===== config.mk =====
export PLATFORM = sky130hd
export DESIGN_NAME = rom_load_seq_flat
export DESIGN_NICKNAME = d
export VERILOG_FILES = /design/src/rtl/rom_load_pkg.sv /design/src/rtl/rom_load_seq_if.sv /design/src/rtl/rom_region_dec.sv /design/src/rtl/rom_load_seq.sv /design/src/flat_wrapper.sv
export SDC_FILE = /design/constraint.sdc
export NUM_CORES = 1
export LEC_CHECK = 0
export CAP_MARGIN = 5
export CORE_ASPECT_RATIO = 1.5
export CORE_MARGIN = 4
export CORE_UTILIZATION = 35
export DETAILED_ROUTE_END_ITERATION = 7
export PLACE_DENSITY = 0.76
export SETUP_SLACK_MARGIN = 0.1
export SLEW_MARGIN = 20
export SYNTH_ARGS = -nofsm -noshare
export SYNTH_HDL_FRONTEND = slang
export SYNTH_SLANG_ARGS = --single-unit

===== constraint.sdc =====
create_clock -name clk_sys -period 1.7 [get_ports clk_sys]
set_clock_uncertainty 0.05 [all_clocks]
set_input_delay 0.255 -clock clk_sys [delete_from_list [all_inputs] [get_ports clk_sys]]
set_output_delay 0.255 -clock clk_sys [all_outputs]
set_load 0.1 [all_outputs]

===== src/rtl/rom_load_pkg.sv =====
// Shared types for the ROM download sequencer: FSM states, region index, region count.
package rom_load_pkg;

  localparam int NREG = 4;

  typedef logic [1:0] region_t;

  typedef enum logic [2:0] {
    IDLE  = 3'd0,
    LOAD  = 3'd1,
    FLUSH = 3'd2,
    HOLD  = 3'd3,
    RUN   = 3'd4
  } state_e;

endpackage


===== src/rtl/rom_load_seq_if.sv =====
// ioctl download bus, CPU address and ROM RAM port bundle.
// Master = download source / CPU side, slave = the sequencer.
interface rom_load_seq_if;

  logic                           ioctl_download;
  logic [26:0]                    ioctl_addr;
  logic [15:0]                    ioctl_dout;
  logic                           ioctl_wr;
  logic [15:0]                    cpu_ab;
  logic [rom_load_pkg::NREG-1:0]  rom_we;
  logic [15:0]                    rom_addr;
  logic [7:0]                     rom_din;
  logic                           cpu_hold;
  logic                           load_done;
  logic                           err_range;
  logic                           sum_ok;

  modport master (
    output ioctl_download, ioctl_addr, ioctl_dout, ioctl_wr, cpu_ab,
    input  rom_we, rom_addr, rom_din, cpu_hold, load_done, err_range, sum_ok
  );

  modport slave (
    input  ioctl_download, ioctl_addr, ioctl_dout, ioctl_wr, cpu_ab,
    output rom_we, rom_addr, rom_din, cpu_hold, load_done, err_range, sum_ok
  );

endinterface


===== src/rtl/rom_region_dec.sv =====
// Combinational download-address decoder: one-hot region, region-relative offset, out-of-range flag.
module rom_region_dec
  import rom_load_pkg::*;
#(
  parameter logic [26:0] R1_BASE  = 27'h04000,
  parameter logic [26:0] R2_BASE  = 27'h0C000,
  parameter logic [26:0] R3_BASE  = 27'h10000,
  parameter logic [26:0] LOAD_END = 27'h30000
) (
  input  logic [26:0]     addr_i,
  output logic [NREG-1:0] onehot_o,
  output logic [15:0]     offset_o,
  output logic            oor_o
);

  localparam logic [26:0] BASES [NREG] = '{27'h0, R1_BASE, R2_BASE, R3_BASE};

  logic [NREG-1:1] ge;
  region_t         region;
  logic [26:0]     diff;
  logic            unused_hi;

  // Region 0 starts at address zero, so only the upper bases need a compare.
  generate
    for (genvar gi = 1; gi < NREG; gi++) begin : g_ge
      assign ge[gi] = (addr_i >= BASES[gi]);
    end
  endgenerate

  always_comb begin
    region = '0;
    for (int n = 1; n < NREG; n++) begin
      if (ge[n]) region = region_t'(n);
    end
  end

  assign diff      = addr_i - BASES[region];
  assign offset_o  = diff[15:0];
  assign onehot_o  = NREG'(1) << region;
  assign oor_o     = (addr_i >= LOAD_END);
  assign unused_hi = &{1'b0, diff[26:16]};

endmodule


===== src/rtl/rom_load_seq.sv =====
// Sequences an ioctl ROM download into region ROM RAMs and muxes the ROM address with the CPU bus.
// Optional build macro ROM_CHECKSUM_EN adds a byte-sum check reported on sum_ok.
module rom_load_seq
  import rom_load_pkg::*;
#(
  parameter logic [26:0] R1_BASE  = 27'h04000,
  parameter logic [26:0] R2_BASE  = 27'h0C000,
  parameter logic [26:0] R3_BASE  = 27'h10000,
  parameter logic [26:0] LOAD_END = 27'h30000,
  parameter int unsigned HOLD_CYC = 16
`ifdef ROM_CHECKSUM_EN
  ,
  parameter logic [15:0] EXP_SUM  = 16'h0000
`endif
) (
  input  logic           clk_sys,
  input  logic           reset_n,
  rom_load_seq_if.slave  bus
);

  localparam logic [7:0] HOLD_INIT = 8'(HOLD_CYC - 1);

  state_e          state_q, state_d;
  logic [7:0]      hold_cnt_q, hold_cnt_d;
  logic [NREG-1:0] we_q;
  logic [15:0]     addr_q;
  logic [7:0]      din_q;
  logic            err_q;

  logic [NREG-1:0] dec_onehot;
  logic [15:0]     dec_offset;
  logic            dec_oor;
  logic            wr_hit;
  logic            load_entry;
  logic            unused_dout;

  rom_region_dec #(
    .R1_BASE  (R1_BASE),
    .R2_BASE  (R2_BASE),
    .R3_BASE  (R3_BASE),
    .LOAD_END (LOAD_END)
  ) u_dec (
    .addr_i   (bus.ioctl_addr),
    .onehot_o (dec_onehot),
    .offset_o (dec_offset),
    .oor_o    (dec_oor)
  );

  assign wr_hit      = (state_q == LOAD) && bus.ioctl_wr;
  assign load_entry  = (state_d == LOAD) && (state_q != LOAD);
  assign unused_dout = &{1'b0, bus.ioctl_dout[15:8]};

  always_comb begin
    state_d    = state_q;
    hold_cnt_d = hold_cnt_q;
    case (state_q)
      IDLE:  if (bus.ioctl_download) state_d = LOAD;
      LOAD:  if (!bus.ioctl_download) state_d = FLUSH;
      FLUSH: begin
        state_d    = HOLD;
        hold_cnt_d = HOLD_INIT;
      end
      HOLD: begin
        if (bus.ioctl_download) begin
          state_d = LOAD;
        end else if (hold_cnt_q == 8'd0) begin
          state_d = RUN;
        end else begin
          hold_cnt_d = hold_cnt_q - 8'd1;
        end
      end
      RUN:   if (bus.ioctl_download) state_d = LOAD;
      default: state_d = IDLE;
    endcase
  end

  always_ff @(posedge clk_sys) begin
    if (!reset_n) begin
      state_q    <= IDLE;
      hold_cnt_q <= 8'd0;
      we_q       <= '0;
      addr_q     <= 16'd0;
      din_q      <= 8'd0;
      err_q      <= 1'b0;
    end else begin
      state_q    <= state_d;
      hold_cnt_q <= hold_cnt_d;
      we_q       <= '0;
      if (wr_hit) begin
        addr_q <= dec_offset;
        din_q  <= bus.ioctl_dout[7:0];
        if (dec_oor) err_q <= 1'b1;
        else         we_q  <= dec_onehot;
      end
      // Entry only happens from a non-LOAD state, so it never races a write.
      if (load_entry) err_q <= 1'b0;
    end
  end

  assign bus.rom_we    = we_q;
  assign bus.rom_addr  = (state_q == LOAD || state_q == FLUSH) ? addr_q : bus.cpu_ab;
  assign bus.rom_din   = din_q;
  assign bus.cpu_hold  = (state_q != RUN);
  assign bus.load_done = (state_q == RUN);
  assign bus.err_range = err_q;

`ifdef ROM_CHECKSUM_EN
  logic [15:0] sum_q;
  logic        sum_ok_q;

  always_ff @(posedge clk_sys) begin
    if (!reset_n) begin
      sum_q    <= 16'd0;
      sum_ok_q <= 1'b0;
    end else begin
      if (load_entry)             sum_q <= 16'd0;
      else if (wr_hit && !dec_oor) sum_q <= sum_q + {8'h00, bus.ioctl_dout[7:0]};
      sum_ok_q <= (state_d == RUN) && (sum_q == EXP_SUM);
    end
  end

  assign bus.sum_ok = sum_ok_q;
`else
  assign bus.sum_ok = 1'b1;
`endif

endmodule


===== src/flat_wrapper.sv =====
// flat-port wrapper written by rule: the top's interface ports become plain ports
module rom_load_seq_flat import rom_load_pkg::*;
#(
  parameter logic [26:0] R1_BASE  = 27'h04000,
  parameter logic [26:0] R2_BASE  = 27'h0C000,
  parameter logic [26:0] R3_BASE  = 27'h10000,
  parameter logic [26:0] LOAD_END = 27'h30000,
  parameter int unsigned HOLD_CYC = 16

)
  (clk_sys, reset_n, bus_ioctl_download, bus_ioctl_addr, bus_ioctl_dout, bus_ioctl_wr, bus_cpu_ab, bus_rom_we, bus_rom_addr, bus_rom_din, bus_cpu_hold, bus_load_done, bus_err_range, bus_sum_ok);
  rom_load_seq_if bus_i ();
  input  logic clk_sys;
  input  logic reset_n;
  input wire logic [$bits(bus_i.ioctl_download)-1:0] bus_ioctl_download;
  input wire logic [$bits(bus_i.ioctl_addr)-1:0] bus_ioctl_addr;
  input wire logic [$bits(bus_i.ioctl_dout)-1:0] bus_ioctl_dout;
  input wire logic [$bits(bus_i.ioctl_wr)-1:0] bus_ioctl_wr;
  input wire logic [$bits(bus_i.cpu_ab)-1:0] bus_cpu_ab;
  output wire logic [$bits(bus_i.rom_we)-1:0] bus_rom_we;
  output wire logic [$bits(bus_i.rom_addr)-1:0] bus_rom_addr;
  output wire logic [$bits(bus_i.rom_din)-1:0] bus_rom_din;
  output wire logic [$bits(bus_i.cpu_hold)-1:0] bus_cpu_hold;
  output wire logic [$bits(bus_i.load_done)-1:0] bus_load_done;
  output wire logic [$bits(bus_i.err_range)-1:0] bus_err_range;
  output wire logic [$bits(bus_i.sum_ok)-1:0] bus_sum_ok;
  assign bus_i.ioctl_download = bus_ioctl_download;
  assign bus_i.ioctl_addr = bus_ioctl_addr;
  assign bus_i.ioctl_dout = bus_ioctl_dout;
  assign bus_i.ioctl_wr = bus_ioctl_wr;
  assign bus_i.cpu_ab = bus_cpu_ab;
  assign bus_rom_we = bus_i.rom_we;
  assign bus_rom_addr = bus_i.rom_addr;
  assign bus_rom_din = bus_i.rom_din;
  assign bus_cpu_hold = bus_i.cpu_hold;
  assign bus_load_done = bus_i.load_done;
  assign bus_err_range = bus_i.err_range;
  assign bus_sum_ok = bus_i.sum_ok;
  rom_load_seq #(.R1_BASE(R1_BASE), .R2_BASE(R2_BASE), .R3_BASE(R3_BASE), .LOAD_END(LOAD_END), .HOLD_CYC(HOLD_CYC)) u_core (.clk_sys(clk_sys), .reset_n(reset_n), .bus(bus_i));
endmodule

Word level (Yosys, flattened, before mapping)
Index checks and enable logic that the tools add are counted.
- add/sub/neg operators: 2
- order comparisons: 5
- equality and inequality tests: 9
- shifts and indexed selects: 1
- muxes and demuxes: 15
- bitwise operators: 3
- reduce and logical (&&, ||, !) cells: 11
- operators by type and width (cell ; count):
    binary-select mux 27 bit (select 2 bit) ; 1
    2-to-1 mux 16 bit ; 3
    >= comparator 27 x 15 -> 1 bit, second input constant ; 1
    >= comparator 27 x 16 -> 1 bit, second input constant ; 1
    >= comparator 27 x 17 -> 1 bit, second input constant ; 1
    >= comparator 27 x 18 -> 1 bit, second input constant ; 1
    2-to-1 mux 8 bit ; 2
    case mux 8 bit (2 select lines) ; 1
    subtractor 16 bit ; 1
    2-to-1 mux 3 bit ; 4
    case mux 3 bit (4 select lines) ; 1
    zero test 8 bit ; 1
    subtractor 8 x 1 -> 8 bit, second input constant ; 1
    equality test 3 x 1 -> 1 bit, second input constant ; 2
    equality test 3 x 2 -> 1 bit, second input constant ; 2
    2-to-1 mux 2 bit ; 2
    != test 2 bit, second input constant ; 2
    OR reduction 2 bit ; 2
    << shifter 1 x 2 -> 4 bit, first input constant ; 1
    equality test 3 bit, second input constant ; 1
    >= comparator 3 bit, second input constant ; 1
    zero test 3 bit ; 1
    != test 3 x 1 -> 1 bit, second input constant ; 1
    != test 3 bit, second input constant ; 1
    other kinds (9) ; 11
- flip-flop bits (word level): 40
- input bits: 63
- word-level logic and storage cells: 52

Logic depth before layout (Yosys ltp)
- word-level depth: 9
- gate-level depth with buffers: 7

Hierarchy
A second synthesis with hierarchy kept.
- cell total of the unflattened synthesis: 252
- area total of the unflattened synthesis: 2105.8 µm²
- modules (own cells, without submodules) (module ; instances ; cells each ; area each (µm²) ; sequential area each (µm²)):
    rom_load_seq ; 1 ; 214 ; 1816.7 ; 800.8
    rom_region_dec ; 1 ; 38 ; 289.0 ; 0.0

Worst setup path before layout
Ideal clock, no wire load.
- kind: reg-to-reg
- start: register u_core.state_q[0]
- end: register u_core.state_q[2]
- setup time: 121 ps
- arrival time: 2217 ps
- data required time: 1529 ps
- slack: -688 ps
- cell stages (with the launch flop): 7
- buffers on the path: 1
- clock period less this slack: 2388 ps
- cell sequence: dfxtp_1 > clkbuf_2 > nor2_1 > nand2_1 > inv_1 > a31oi_1 > nor3_1
- word-level cells in the longest chain between the ends: 3
- elaborated cells between the ends (all ways): 7
- classes of those cells: eq/ne (4); mux (1); reduce/logical (2)
- RTL lines (element ; RTL line ; source):
    start: declaration ; rom_load_seq.sv:23 ; state_e state_q, state_d;
    start signal: assignment ; rom_load_seq.sv:86 ; state_q <= state_d;
    equality test 3 bit ; n/a ;
    named net bus_load_done ; flat_wrapper.sv:24 ; output wire logic [$bits(bus_i.load_done)-1:0] bus_load_done;
    OR reduction 2 bit (no line) ; n/a ;
    case mux 3 bit (4 select lines) ; rom_load_seq.sv:56 ; case (state_q)
The timed path passes the listed nets, and every way through them passes these cells.
A chain may end at the register's enable or synchronous reset.

Final worst setup path
- start: register u_core.state_q[1]
- end: output bus_rom_addr[12]
- word-level cells in the longest chain between the ends: 3
- elaborated cells between the ends (all ways): 4
- classes of those cells: eq/ne (2); mux (1); reduce/logical (1)
- RTL lines (element ; RTL line ; source):
    equality test 3 x 1 -> 1 bit or equality test 3 x 2 -> 1 bit (tied branches) ; rom_load_seq.sv:101 ; assign bus.rom_addr = (state_q == LOAD || state_q == FLUSH) ? addr_q : bus.cpu_ab;
    logical OR 1 bit * ; rom_load_seq.sv:101 ;
    2-to-1 mux 16 bit * ; rom_load_seq.sv:101 ;
    end: declaration ; flat_wrapper.sv:21 ; output wire logic [$bits(bus_i.rom_addr)-1:0] bus_rom_addr;
Every way passes the cells marked *; elsewhere a longest branch is shown, timed or not.

==> summary.md <==
| Metric | Value |
|---|---|
| Ys Warns | `0` |
| Hold EP | `u_core.addr_q[10]$_SDFFE_PN0P_` |
| Critical path data required time | `about 1.4 ns` |
| PD cells | `957 nW/µm²` |
| Register area share after synthesis | `around two fifths` |
| Leakage | `around 0.0015 µW` |
| EDFF count, synth | `0` |
| CTS Buf Count | `5` |
| Yosys cell types | `49` |
| Hold_ws | `0.409 ns` |
| Site Rows | `33` |
| Largest net degree at the start of global routing | `27` |
| Final nets | `between 400 and 500` |
| Syn Nets | `~290` |
| Post-DRT Antenna Nets | `0` |
| Clk sinks | `40` |
| Overflow left after global routing | `0` |
| Highest clock rate | `between 0.5 and 0.6 GHz` |
| Minimum clock period | `approximately 1.9 ns` |
| DR WL/cell | `~16 µm` |
| Global route hottest layer | `met2` |
| DR vias | `roughly 2,100` |
| Vias in the first global route | `around 2,200` |
| Synthesis-to-finish area growth | `94.9%` |
| Initial antenna violation count | `0` |
| Die Area | `between 6000 and 7000 µm²` |
| RSZ-0062 raised after global routing | `yes` |
| Peak VDD IR | `between 0.0009 and 0.001 V` |
| Drt first pass iters | `4` |
| CP Class | `flip-flop to output port` |
| Starting Density | `a little over a third` |
| Cells after Synth | `approximately 230` |
| Fillcell total | `slightly above 400` |
| CP Launch Type | `flip-flop` |
| PortBufs | `85` |
| DIE HEIGHT | `99.3 µm` |
| Fin util | `about 70%` |
| Drt drc | `0` |
| Final Cycle Share | `112%` |
| Routability cong. | `approximately 0.83` |
| Ant diodes | `0` |
| Status | `finished with violations` |
| CTS root buf | `clkbuf_8` |
| Worst Path Arrival | `around 1.6 ns` |
| First-pass GRT wire length | `10,100 µm` |
| Top-Level Pins | `95` |
| H-tree Lvls | `2` |
| Hold crit path type | `flip-flop to flip-flop` |
| Layout cell share with drive strength beyond 1 | `about 38%` |
| Failing checks | `negative setup slack` |
| GRT Overall Usage | `between 10% and 20%` |
| Dpl hpwl | `about 4500 µm` |
| R2R depth | `5` |
| CTS Buffer Depth | `2` |
| Syn Std Cell Area | `1950 µm²` |
| Synth Area per Inst | `~8.6 µm²` |
| Hold Startpoint | `u_core.addr_q[10]$_SDFFE_PN0P_` |
| Setup TNS | `-3.22 ns` |
| CTS tree | `built` |
| Met1 usage | `roughly a fifth` |
| Worst r2r src | `u_core.state_q[1]$_SDFF_PN0_` |
| #FFs+latches synth | `40` |
| Final Setup Violations | `19` |
| Total wire length | `about 6700 µm` |
| Crit path capture type | `output port` |
| Final WS setup | `-0.207 ns` |
| Post-synth ARST share | `0%` |
| Count of final max-slew check failures | `0` |
| Worst-path clk slew | `around 0.08 ns` |
| R2R Setup Slk | `-0.05 ns` |
| CP Max Fanout | `8` |
| Maximum Capacitance Violations | `0` |
| Post-synth top flop | `dfxtp_1` |
| Core area | `around 5500 µm²` |
| Met2 usage | `a little over a third` |
| Worst-Skew Late Latency | `0.29 ns` |
| Die W | `between 60 and 70 µm` |
| Number of hold violations in the final report | `0` |
| Worst R2R End | `u_core.hold_cnt_q[6]$_SDFFE_PN0P_` |
| Met3 Usage GRT | `around 4.5%` |
| DR iter-0 viols | `around 100` |
| Hold-fix buffers, CTS | `0` |
| Hold depth | `2` |
| Mean number of vias per cell | `between 5 and 6` |
==> per-layer routing <==
metal / share of wire, % / routed length [µm] / vias up
met1: 36 / 2400 / 973
met4: 2.2 / 150 / 0
li1: - / - / 1012
met2: 55 / 3690 / 81
met3: 6.6 / 443 / 12
met5: 0 / 0 / -
==> cells in the final DEF, fill, tap and decap left out, drive strengths merged, types with 7 or more instances in the layout <==
cell	count
a21oi	28
buf	63
clkbuf	7
clkdlybuf4s50	46
dfxtp	40
inv	7
mux2	16
nand2	49
nor2	10
o21ai	7
==> worst max-delay path: stages, from the launching register on <==
cell,delay (ns)
dfxtp_2,0.36
xnor2_4,0.15
nor2_4,0.14
clkbuf_16,0.19
mux2_4,0.31
buf_12,0.17
==> synthesized netlist by cell type (all sizes together) (4+ instances only) <==
| cell type | number | area, µm² |
|---|---|---|
| or3 | 4 | 25.0 |
| and3 | 5 | 31.3 |
| nor2 | 10 | 37.5 |
| clkbuf | 9 | 65.1 |
| nor3 | 4 | 36.3 |
| a21oi | 28 | 140 |
| buf | 6 | 43.8 |
| inv | 8 | 30.0 |
| mux2 | 16 | 180 |
| a31oi | 4 | 25.0 |
| nand2 | 49 | 184 |
| dfxtp | 40 | 801 |
| o21ai | 7 | 35.0 |
==> cell type report <==
type,instances,area [µm²],share of cell area [%]
repair buffers,118,1500,39.5
multi-input cells,163,1250,33.0
flip-flops and latches,40,812,21.4
clock buffers,6,72.6,1.91
well taps,70,87.6,2.31
inverters,9,37.5,0.990
clock inverters,2,35.0,0.924
==> where the power goes <==
group	switching, µW	internal [µW]
combinational	994	825
clock	331	436
sequential	49.8	995
total	1370	2260
==> per-stage QoR <==
stage | cells | power, µW | setup WS (ns) | instance area, µm²
finish | 408 | 3630 | -0.207 | 3790
CTS | 404 | 3550 | -0.245 | 3680
floorplan | 227 | 2050 | 0.000132 | 2070
global route | 408 | 3780 | -0.248 | 3790
detailed placement | 387 | 2640 | -0.418 | 3380
global placement | 387 | 2610 | -0.343 | 3380
==> registers in the layout, indices dropped and copies added, names as in the netlist <==
| register | cells |
|---|---|
| u_core.hold_cnt_q | 8 |
| u_core.bus.rom_din | 8 |
| u_core.bus.err_range | 1 |
| u_core.addr_q | 16 |
| u_core.bus.rom_we | 4 |
| u_core.state_q | 3 |
==> worst max-delay path by stage <==
stage	end	slack (ns)	startpoint
floorplan	bus_rom_addr[10]	0.0001	u_core.state_q[0]$_SDFF_PN0_
global placement	u_core.addr_q[14]$_SDFFE_PN0P_	-0.34	bus_ioctl_addr[19]
detailed placement	u_core.addr_q[14]$_SDFFE_PN0P_	-0.42	bus_ioctl_addr[19]
CTS	bus_rom_addr[0]	-0.24	u_core.state_q[1]$_SDFF_PN0_
global route	bus_rom_addr[12]	-0.25	u_core.state_q[1]$_SDFF_PN0_
finish	bus_rom_addr[12]	-0.21	u_core.state_q[1]$_SDFF_PN0_
==> logic make-up (layout without fill, tap and decap cells) <==
group / count (synthesis) / count (layout) / share of synthesized area [%]
AO/OA/AOI/OAI: 52 / 52 / 16.3
XOR/XNOR: 3 / 3 / 1.35
adder cells (fa/ha/maj): 2 / 2 / 1.29
buffers and inverters: 24 / 135 / 7.33
flip-flops: 40 / 40 / 41.2
multiplexers: 17 / 17 / 9.77
other: 1 / 1 / 0.193
AND/OR/NAND/NOR: 88 / 88 / 22.6
==> timing repair <==
| action | in CTS | in global routing |
|---|---|---|
| cloned | 1 | 0 |
| setup buffers | 8 | 4 |
| pin swaps | 23 | 9 |
| gates resized for setup | 36 | 24 |
| setup endpoints to repair | 29 | 34 |
No activity file was read; power rests on OpenSTA's default activity.
